<file path="src/rtl/drcontador_desc.sv">
// Loadable synchronous down-counter with a one-cycle terminal-count strobe.
// Define DRCONTADOR_DESC_RELOAD_EN to make it reload the last loaded value at zero.
module drcontador_desc #(
   parameter int WIDTH = 11
) (
   input  logic             Clo,
   input  logic             Clr,
   input  logic             JK,
   input  logic             Load,
   input  logic [WIDTH-1:0] D,
   output logic [WIDTH-1:0] Q,
   output logic             Zero,
   output logic             Tc,
   output logic             Busy
);

   typedef enum logic {
      IDLE = 1'b0,
      RUN  = 1'b1
   } state_t;

   localparam logic [WIDTH-1:0] ZERO_VAL = '0;
   localparam logic [WIDTH-1:0] ONE_VAL  = {{(WIDTH-1){1'b0}}, 1'b1};

   state_t           state_q, state_d;
   logic [WIDTH-1:0] q_q, q_d;
   logic [WIDTH-1:0] rld_q, rld_d;
   logic             tc_q, tc_d;

   always_ff @(posedge Clo or negedge Clr) begin
      if (!Clr) begin
         state_q <= IDLE;
         q_q     <= ZERO_VAL;
         rld_q   <= ZERO_VAL;
         tc_q    <= 1'b0;
      end else begin
         state_q <= state_d;
         q_q     <= q_d;
         rld_q   <= rld_d;
         tc_q    <= tc_d;
      end
   end

   // Load wins over counting; Tc is a default-low strobe so it never stretches.
   always_comb begin
      state_d = state_q;
      q_d     = q_q;
      rld_d   = rld_q;
      tc_d    = 1'b0;
      if (Load) begin
         q_d     = D;
         rld_d   = D;
         state_d = (D != ZERO_VAL) ? RUN : IDLE;
      end else if (state_q == RUN) begin
         if (q_q == ZERO_VAL) begin
`ifdef DRCONTADOR_DESC_RELOAD_EN
            if (JK) begin
               q_d = rld_q;
            end
`else
            state_d = IDLE;
`endif
         end else if (JK) begin
            q_d  = q_q - ONE_VAL;
            tc_d = (q_q == ONE_VAL);
         end
      end
   end

   assign Q    = q_q;
   assign Zero = (q_q == ZERO_VAL);
   assign Tc   = tc_q;
   assign Busy = (state_q == RUN);

endmodule

</file>
<file path="config.mk">
export PLATFORM = sky130hd
export DESIGN_NAME = drcontador_desc
export DESIGN_NICKNAME = d
export VERILOG_FILES = /design/src/rtl/drcontador_desc.sv
export SDC_FILE = /design/constraint.sdc
export NUM_CORES = 1
export LEC_CHECK = 0
export CORE_MARGIN = 5
export CORE_UTILIZATION = 41
export CTS_CLUSTER_SIZE = 10
export DETAILED_ROUTE_END_ITERATION = 10
export PLACE_DENSITY = 0.75
export SETUP_SLACK_MARGIN = 0.05
export SLEW_MARGIN = 30
export SYNTH_ARGS = -nofsm -noshare
export SYNTH_HDL_FRONTEND = slang
export SYNTH_SLANG_ARGS = --single-unit
</file>
<file path="constraint.sdc">
create_clock -name Clo -period 1.9 [get_ports Clo]
set_input_delay 0.285 -clock Clo [delete_from_list [all_inputs] [get_ports Clo]]
set_output_delay 0.285 -clock Clo [all_outputs]
set_load 0.005 [all_outputs]
</file>
==> results.txt, run 1 <==
----------------------------------------------------
[Yosys]
  Flip-flop and latch count after synthesis ... 13
  Cell taking the most area after synthesis ... sky130_fd_sc_hd__dfrtp_1
  Post-synth EDFFs ... 0
  Part of the Yosys area used for sequential elements ... 0.408
  Post-synth ARST share ... 1.00
  Distinct cell type count after synthesis ... 35
  Net count after synthesis ... around 100
  Share of the synthesized area in the top cell type ... 0.408
  Cells after Synth ... 86
  Yosys warning count ... 0
  Cell types occupying the most area after synthesis ... sky130_fd_sc_hd__dfrtp_1 41%, sky130_fd_sc_hd__nor3_1 4.4%, sky130_fd_sc_hd__mux2_2 4.2%
  Area of the mapped netlist ... about 800 um2
  Post-synthesis area per instance ... a little over 9 um2
  Synth Flop Type ... sky130_fd_sc_hd__dfrtp_1

[STA]
  Final number of hold-violating endpoints ... 0
  RSZ-0062 raised after global routing ... true
  Endpoints failing setup ... 0
  Relative slew slack ... 0.588
  Shortest period the worst path allows ... about 1900 ps
  Final Skew ... around 8 ps
  Slew Limit Fails ... 0
  Period Utilization, post-route ... 0.998
  Slew at the pin closest to its max-slew limit ... approximately 600 ps
  F_max ... ~0.53 GHz

[Finish]
  Sequential standard cell area ... approximately 330 um2
  Multi-input logic area ... 509 um2
  Most frequent standard cell in the layout excluding fill and tap cells ... sky130_fd_sc_hd__clkdlybuf4s50_1
  Post-layout utilization of the core ... 0.705
  Commonest cells after routing, fill and taps aside ... 27 x sky130_fd_sc_hd__clkdlybuf4s50_1, 18 x sky130_fd_sc_hd__buf_4, 13 x sky130_fd_sc_hd__dfrtp_1, 7 x sky130_fd_sc_hd__nor3_1
  Layout fillers ... 150
  Post-route insts no fill ... ~160
  Proportion of layout cells with a drive suffix above 1 ... 0.267
  Final nets ... approximately 150
  # diodes ... 0
  Area growth from synthesis to final layout ... 68.1%

[Die]
  Initial core utilization ... 0.419
  Chip height ... 54.1 um
  Die Area ... ~2900 um2
  Horizontal die dimension ... around 54 um
  Top Ports ... 29
  Site row count ... 16
  Core region area ... about 1900 um2

[Pwr]
  LEAKAGE ... 0.000546 uW
  Power per cell area ... approximately 620 nW/um2
  Largest vdd supply drop ... ~0.38 mV

[Detailed routing]
  Total routed wirelength ... 2.84 mm
  Routed via count divided by cell count ... about 6.0
  Highest metal layer used by the detailed router ... met4
  DRC errors left ... 0
  WL met1 ... 1.08 mm
  Met2 WL post-DR ... approximately 1.4 mm
  Drt first-iter violations ... 56
  Number of iterations in the first detailed-routing pass ... 6
  Total vias in the final route ... around 970
  Routed met3 length ... ~250 um
  Post-route antenna net violation count ... 0
  Average wire per standard cell ... between 15 and 20 um

[Global route]
  First-pass GRT wire length ... roughly 4.2 mm
  Antenna violations before repair ... 0
  Maximum number of pins on one net before global-route repair ... 18
  Via count of the first global-routing pass ... a little over 900
  Residual overflow from global routing ... 0
  GR Util All Layers ... 0.202

[Placement]
  Dpl cells ... 154
  Total of buffers placed on input and output ports ... 28
  Post-detailed-placement half-perimeter wirelength ... ~1.9 mm
  Routability cong. ... 0.873

[Worst setup path]
  R2R Setup Slk ... between 4 and 5 ps
  Reg-to-reg critical path startpoint ... Q[0]
  Reg-to-reg endpoint ... Q[8]
  Slowest cell on the critical path ... sky130_fd_sc_hd__or4b_4
  Element type at the critical path start ... flop
  Cell depth of the worst flop-to-flop path ... 7
  Required time of the critical path ... about 2100 ps
  Maximum fanout encountered on the critical timing path ... 2
  Worst setup EP type ... flop
  Data arrival at the endpoint of the critical path ... 2070 ps
  Biggest cell delay along the critical path ... around 470 ps
  Category of the most critical setup path ... flop to flop
  Crit-path cells ... inv_2 -> ha_4 -> buf_6 -> or4b_4 -> o31ai_4 -> o41ai_2 -> mux2_4

[Clocking]
  Number of clock buffers inserted by TritonCTS ... 3
  Clock sinks ... 13
  Deepest clock path buffer count ... 2
  Depth of the CTS H-tree ... 1
  Clock tree from TritonCTS ... built
  Clock slew at reported path FFs ... 90 ps
  Root cell of the clock tree ... sky130_fd_sc_hd__clkbuf_4
  Clk Latency, worst-skew pair ... 280 ps

[Run status]
  Status ... completed

[Run]
  Max-cap violations ... 0

[Worst hold path]
  Min-Delay Path Class ... input pin to async pin

----------------------------------------------------
==> stage by stage <==
| stage | cell area [um2] | power (uW) | worst slack [ps] | hold slack, ps | setup TNS [ps] |
|---|---|---|---|---|---|
| 6_report | 1340 | 835 | 4.44 | 379 | 0 |
| 5_1_grt | 1340 | 873 | -34.8 | 442 | -69.0 |
| 4_1_cts | 1270 | 794 | 30.4 | 395 | 0 |
| 3_5_place_dp | 1220 | 605 | -12.6 | 578 | -12.6 |
| 3_3_place_gp | 1220 | 594 | 14.0 | 567 | 0 |
| 2_1_floorplan | 797 | 437 | 93.9 | -10.6 | 0 |
==> worst max-delay path by stage <==
stage / start / endpoint / depth (start not counted)
2_1_floorplan: Q[0] / Q[1] / 6
3_3_place_gp: Q[1] / Zero / 6
3_5_place_dp: Q[1] / Zero / 6
4_1_cts: Q[1] / Q[8] / 7
5_1_grt: Q[0] / Q[8] / 7
6_report: Q[0] / Q[8] / 7
==> timing repair <==
item,4_1_cts,5_1_grt
hold buffers,0,0
pin swaps,2,2
setup endpoints to repair,1,9
cloned,0,0
buffers inserted,2,2
hold endpoints to repair,0,0
resized for setup,4,11
==> kinds of logic (layout without fill, tap and decap cells) <==
group	count (synthesis)	after routing	synth area share
buf+inv	7	56	0.0330
xor+xnor	1	1	0.0110
compound gates	22	22	0.198
simple gates	38	38	0.276
flops	13	13	0.408
mux	3	3	0.0424
fa+ha+maj	2	2	0.0314
==> synthesized netlist by cell type, types with 2 or more instances <==
library cell / n
sky130_fd_sc_hd__dfrtp_1: 13
sky130_fd_sc_hd__nor3_1: 7
sky130_fd_sc_hd__nand2_1: 6
sky130_fd_sc_hd__nand3_1: 6
sky130_fd_sc_hd__inv_1: 4
sky130_fd_sc_hd__nor4_1: 4
sky130_fd_sc_hd__o21ai_0: 4
sky130_fd_sc_hd__a31oi_1: 3
sky130_fd_sc_hd__mux2_2: 3
sky130_fd_sc_hd__o41ai_1: 3
sky130_fd_sc_hd__and3_1: 2
sky130_fd_sc_hd__clkbuf_1: 2
sky130_fd_sc_hd__ha_1: 2
sky130_fd_sc_hd__nand2b_1: 2
sky130_fd_sc_hd__nor2_1: 2
sky130_fd_sc_hd__o31a_1: 2
sky130_fd_sc_hd__o31ai_1: 2
sky130_fd_sc_hd__or3_1: 2
==> power by group <==
part           internal, uW  switching, uW  leakage [uW]  total (uW)
Clock                  81.5           95.8     0.0000150         177
Sequential              304           40.0      0.000153         344
Combinational           186            128      0.000378         314
Total                   571            264      0.000546         835
==> state kept, by name, indices dropped and copies added, names as in the netlist <==
| signal | count |
|---|---|
| Q | 11 |
| Tc | 1 |
| Busy | 1 |
==> layer usage <==
layer / track usage / up-vias
li1: - / 434
met3: 0.00831 / 12
met1: 0.245 / 451
met2: 0.345 / 74
met5: 0 / -
met4: 0.137 / 0
==> critical path, delay by kind of cell, from the launching register on <==
family / cells / cell delay (ps)
compound gates: 2 / 360
fa+ha+maj: 1 / 140
flops: 1 / 390
simple gates: 1 / 470
mux: 1 / 270
buf+inv: 2 / 160
==> layout make-up <==
type | count | share of cell area
clock buffers | 4 | 0.0196
inverters | 5 | 0.0140
multi-input cells | 66 | 0.380
flip-flops and latches | 13 | 0.243
well taps | 27 | 0.0252
repair buffers | 47 | 0.318
Note: power is estimated with default switching activity, not from simulation.
==> inputs of run 2 (changes only) <==
--- a/config.mk
+++ b/config.mk
@@ -11,6 +11,7 @@
 export DETAILED_ROUTE_END_ITERATION = 10
 export PLACE_DENSITY = 0.75
 export SETUP_SLACK_MARGIN = 0.05
+export SKIP_LAST_GASP = 1
 export SLEW_MARGIN = 30
 export SYNTH_ARGS = -nofsm -noshare
 export SYNTH_HDL_FRONTEND = slang
==> results of run 2 <==
The final DEF is identical to that of run 1; final timing and power are the same.
==> inputs of run 3 (changes only) <==
--- a/config.mk
+++ b/config.mk
@@ -7,6 +7,7 @@
 export LEC_CHECK = 0
 export CORE_MARGIN = 5
 export CORE_UTILIZATION = 41
+export CTS_BUF_LIST = sky130_fd_sc_hd__clkbuf_16
 export CTS_CLUSTER_SIZE = 10
 export DETAILED_ROUTE_END_ITERATION = 10
 export PLACE_DENSITY = 0.75
==> results.txt, run 3 (synthesis gave the netlist of run 1 again) <==
----------------------------------------------------
[STA]
  Endpoints failing setup ... 0
  Slew at the pin closest to its max-slew limit ... between 600 and 700 ps
  Period Utilization, post-route ... 0.928
  F_max ... 0.567 GHz
  RSZ-0062 raised after global routing ... false
  Slew Limit Fails ... 0
  Setup WS post-layout ... around 140 ps
  Final total negative setup slack ... 0 ps
  Final number of hold-violating endpoints ... 0
  Relative slew slack ... 0.592
  Shortest period the worst path allows ... between 1500 and 2000 ps
  Final Skew ... 1.15 ps

[Worst setup path]
  Data arrival at the endpoint of the critical path ... 1890 ps
  Element type at the critical path start ... flop
  Worst setup EP type ... flop
  Maximum fanout encountered on the critical timing path ... 5
  Required time of the critical path ... ~2000 ps
  R2R Setup Slk ... between 100 and 150 ps
  Critical Path End ... Q[6]
  Cell depth of the worst flop-to-flop path ... 7
  Category of the most critical setup path ... flop to flop
  Crit path launch ... Q[1]
  Reg-to-reg endpoint ... Q[6]
  Reg-to-reg critical path startpoint ... Q[1]

[Finish]
  Sequential standard cell area ... approximately 330 um2
  Commonest cells after routing, fill and taps aside ... 27 x sky130_fd_sc_hd__clkdlybuf4s50_1, 16 x sky130_fd_sc_hd__buf_4, 13 x sky130_fd_sc_hd__dfrtp_1, 7 x sky130_fd_sc_hd__nor3_1
  Post-Layout Inst Area ... about 1300 um2
  Layout fillers ... about 150
  Proportion of layout cells with a drive suffix above 1 ... 0.250
  # diodes ... 0
  Area growth from synthesis to final layout ... 68.8%
  Flip-flop count of the largest register, all copies and words added ... 11
  Multi-input logic area ... 493 um2
  Final nets ... 150
  Post-layout utilization of the core ... 0.707
  Most frequent standard cell in the layout excluding fill and tap cells ... sky130_fd_sc_hd__clkdlybuf4s50_1

[Pwr]
  Largest vdd supply drop ... 0.533 mV
  LEAKAGE ... 0.000550 uW
  Total power draw ... between 1000 and 1500 uW
  Power per cell area ... 763 nW/um2

[Placement]
  Routability cong. ... about 0.87
  Post-detailed-placement half-perimeter wirelength ... roughly 1.9 mm
  Worst slack at placement ... -12.6 ps
  Dpl cell area ... approximately 1200 um2
  Total of buffers placed on input and output ports ... 28

[Global route]
  Via count of the first global-routing pass ... between 900 and 1,000
  GR Util All Layers ... 0.202
  Antenna violations before repair ... 0
  First-pass GRT wire length ... roughly 4.2 mm
  Maximum number of pins on one net before global-route repair ... 18
  Residual overflow from global routing ... 0

[Die]
  Die Area ... about 2900 um2
  Chip height ... around 54 um
  Top Ports ... 29
  Site row count ... 16
  Initial core utilization ... 0.419
  Core region area ... roughly 1900 um2
  Horizontal die dimension ... between 50 and 60 um

[Clocking]
  Deepest clock path buffer count ... 2
  Clock tree from TritonCTS ... built
  Root cell of the clock tree ... sky130_fd_sc_hd__clkbuf_16
  Number of clock buffers inserted by TritonCTS ... 3
  Clock slew at reported path FFs ... about 40 ps
  Clk Latency, worst-skew pair ... 240 ps
  Clock sinks ... 13
  Depth of the CTS H-tree ... 1

[Detailed routing]
  Average wire per standard cell ... between 15 and 20 um
  Number of iterations in the first detailed-routing pass ... 4
  DRC errors left ... 0
  Routed via count divided by cell count ... 5.79
  Total routed wirelength ... between 2 and 3 mm
  Drt first-iter violations ... 53
  Post-route antenna net violation count ... 0
  Total vias in the final route ... a little over 900

[Run]
  Max-cap violations ... 0

[Worst hold path]
  Min-Delay Path Class ... input pin to async pin

[Run status]
  Status ... completed

----------------------------------------------------
==> run 3: cell count changes in the layout (fill, tap and decap cells not counted), sizes merged <==
| cell | change |
|---|---|
| buf | -3 |
| clkdlybuf4s15 | -1 |
| inv | +1 |
==> run 3: stage by stage <==
| step | instances | hold WS, ps |
|---|---|---|
| final | 159 | 428 |
| after detailed placement | 154 | 578 |
| after floorplan | 86 | -10.6 |
| after global placement | 154 | 567 |
| after global routing | 159 | 497 |
| after CTS | 159 | 449 |
==> run 3: layout make-up <==
class / count / area share
inverters: 5 / 0.0140
well taps: 27 / 0.0251
repair buffers: 44 / 0.294
clock buffers: 3 / 0.0558
clock inverters: 1 / 0.00279
flip-flops and latches: 13 / 0.242
multi-input cells: 66 / 0.367
==> run 3: worst min path at each step <==
stage | endpoint | slack, ps | cells after the start
floorplan | Busy | -10 | 0
global placement | Q[10] | 570 | 2
detailed placement | Q[10] | 580 | 2
CTS | Q[6] | 450 | 1
global route | Q[5] | 500 | 1
finish | Q[5] | 430 | 1
==> run 3: timing repair <==
action | CTS | global route
hold buffers | 0 | 0
setup endpoints to repair | 1 | 6
resized for setup | 6 | 6
setup buffers | 1 | 0
pin swaps | 0 | 1
==> run 3: power breakdown <==
group	internal, uW	total [uW]	leakage (uW)	switching (uW)
clock	277	392	0.0000423	114
sequential	306	346	0.000153	40.8
combinational	170	289	0.000355	119
==> run 3: critical path, stage by stage, from the launching register on <==
cell	delay, ps
sky130_fd_sc_hd__dfrtp_1	380
sky130_fd_sc_hd__inv_2	80
sky130_fd_sc_hd__ha_4	140
sky130_fd_sc_hd__nor4b_4	220
sky130_fd_sc_hd__buf_4	170
sky130_fd_sc_hd__nand3_1	190
sky130_fd_sc_hd__o21a_1	240
sky130_fd_sc_hd__o31a_1	230
==> run 3: metal layers <==
layer	vias up	track usage	part of all wire
li1	424	-	-
met4	0	0.108	0.023
met2	48	0.337	0.49
met1	441	0.253	0.41
met3	7	0.0249	0.075
met5	-	0	0
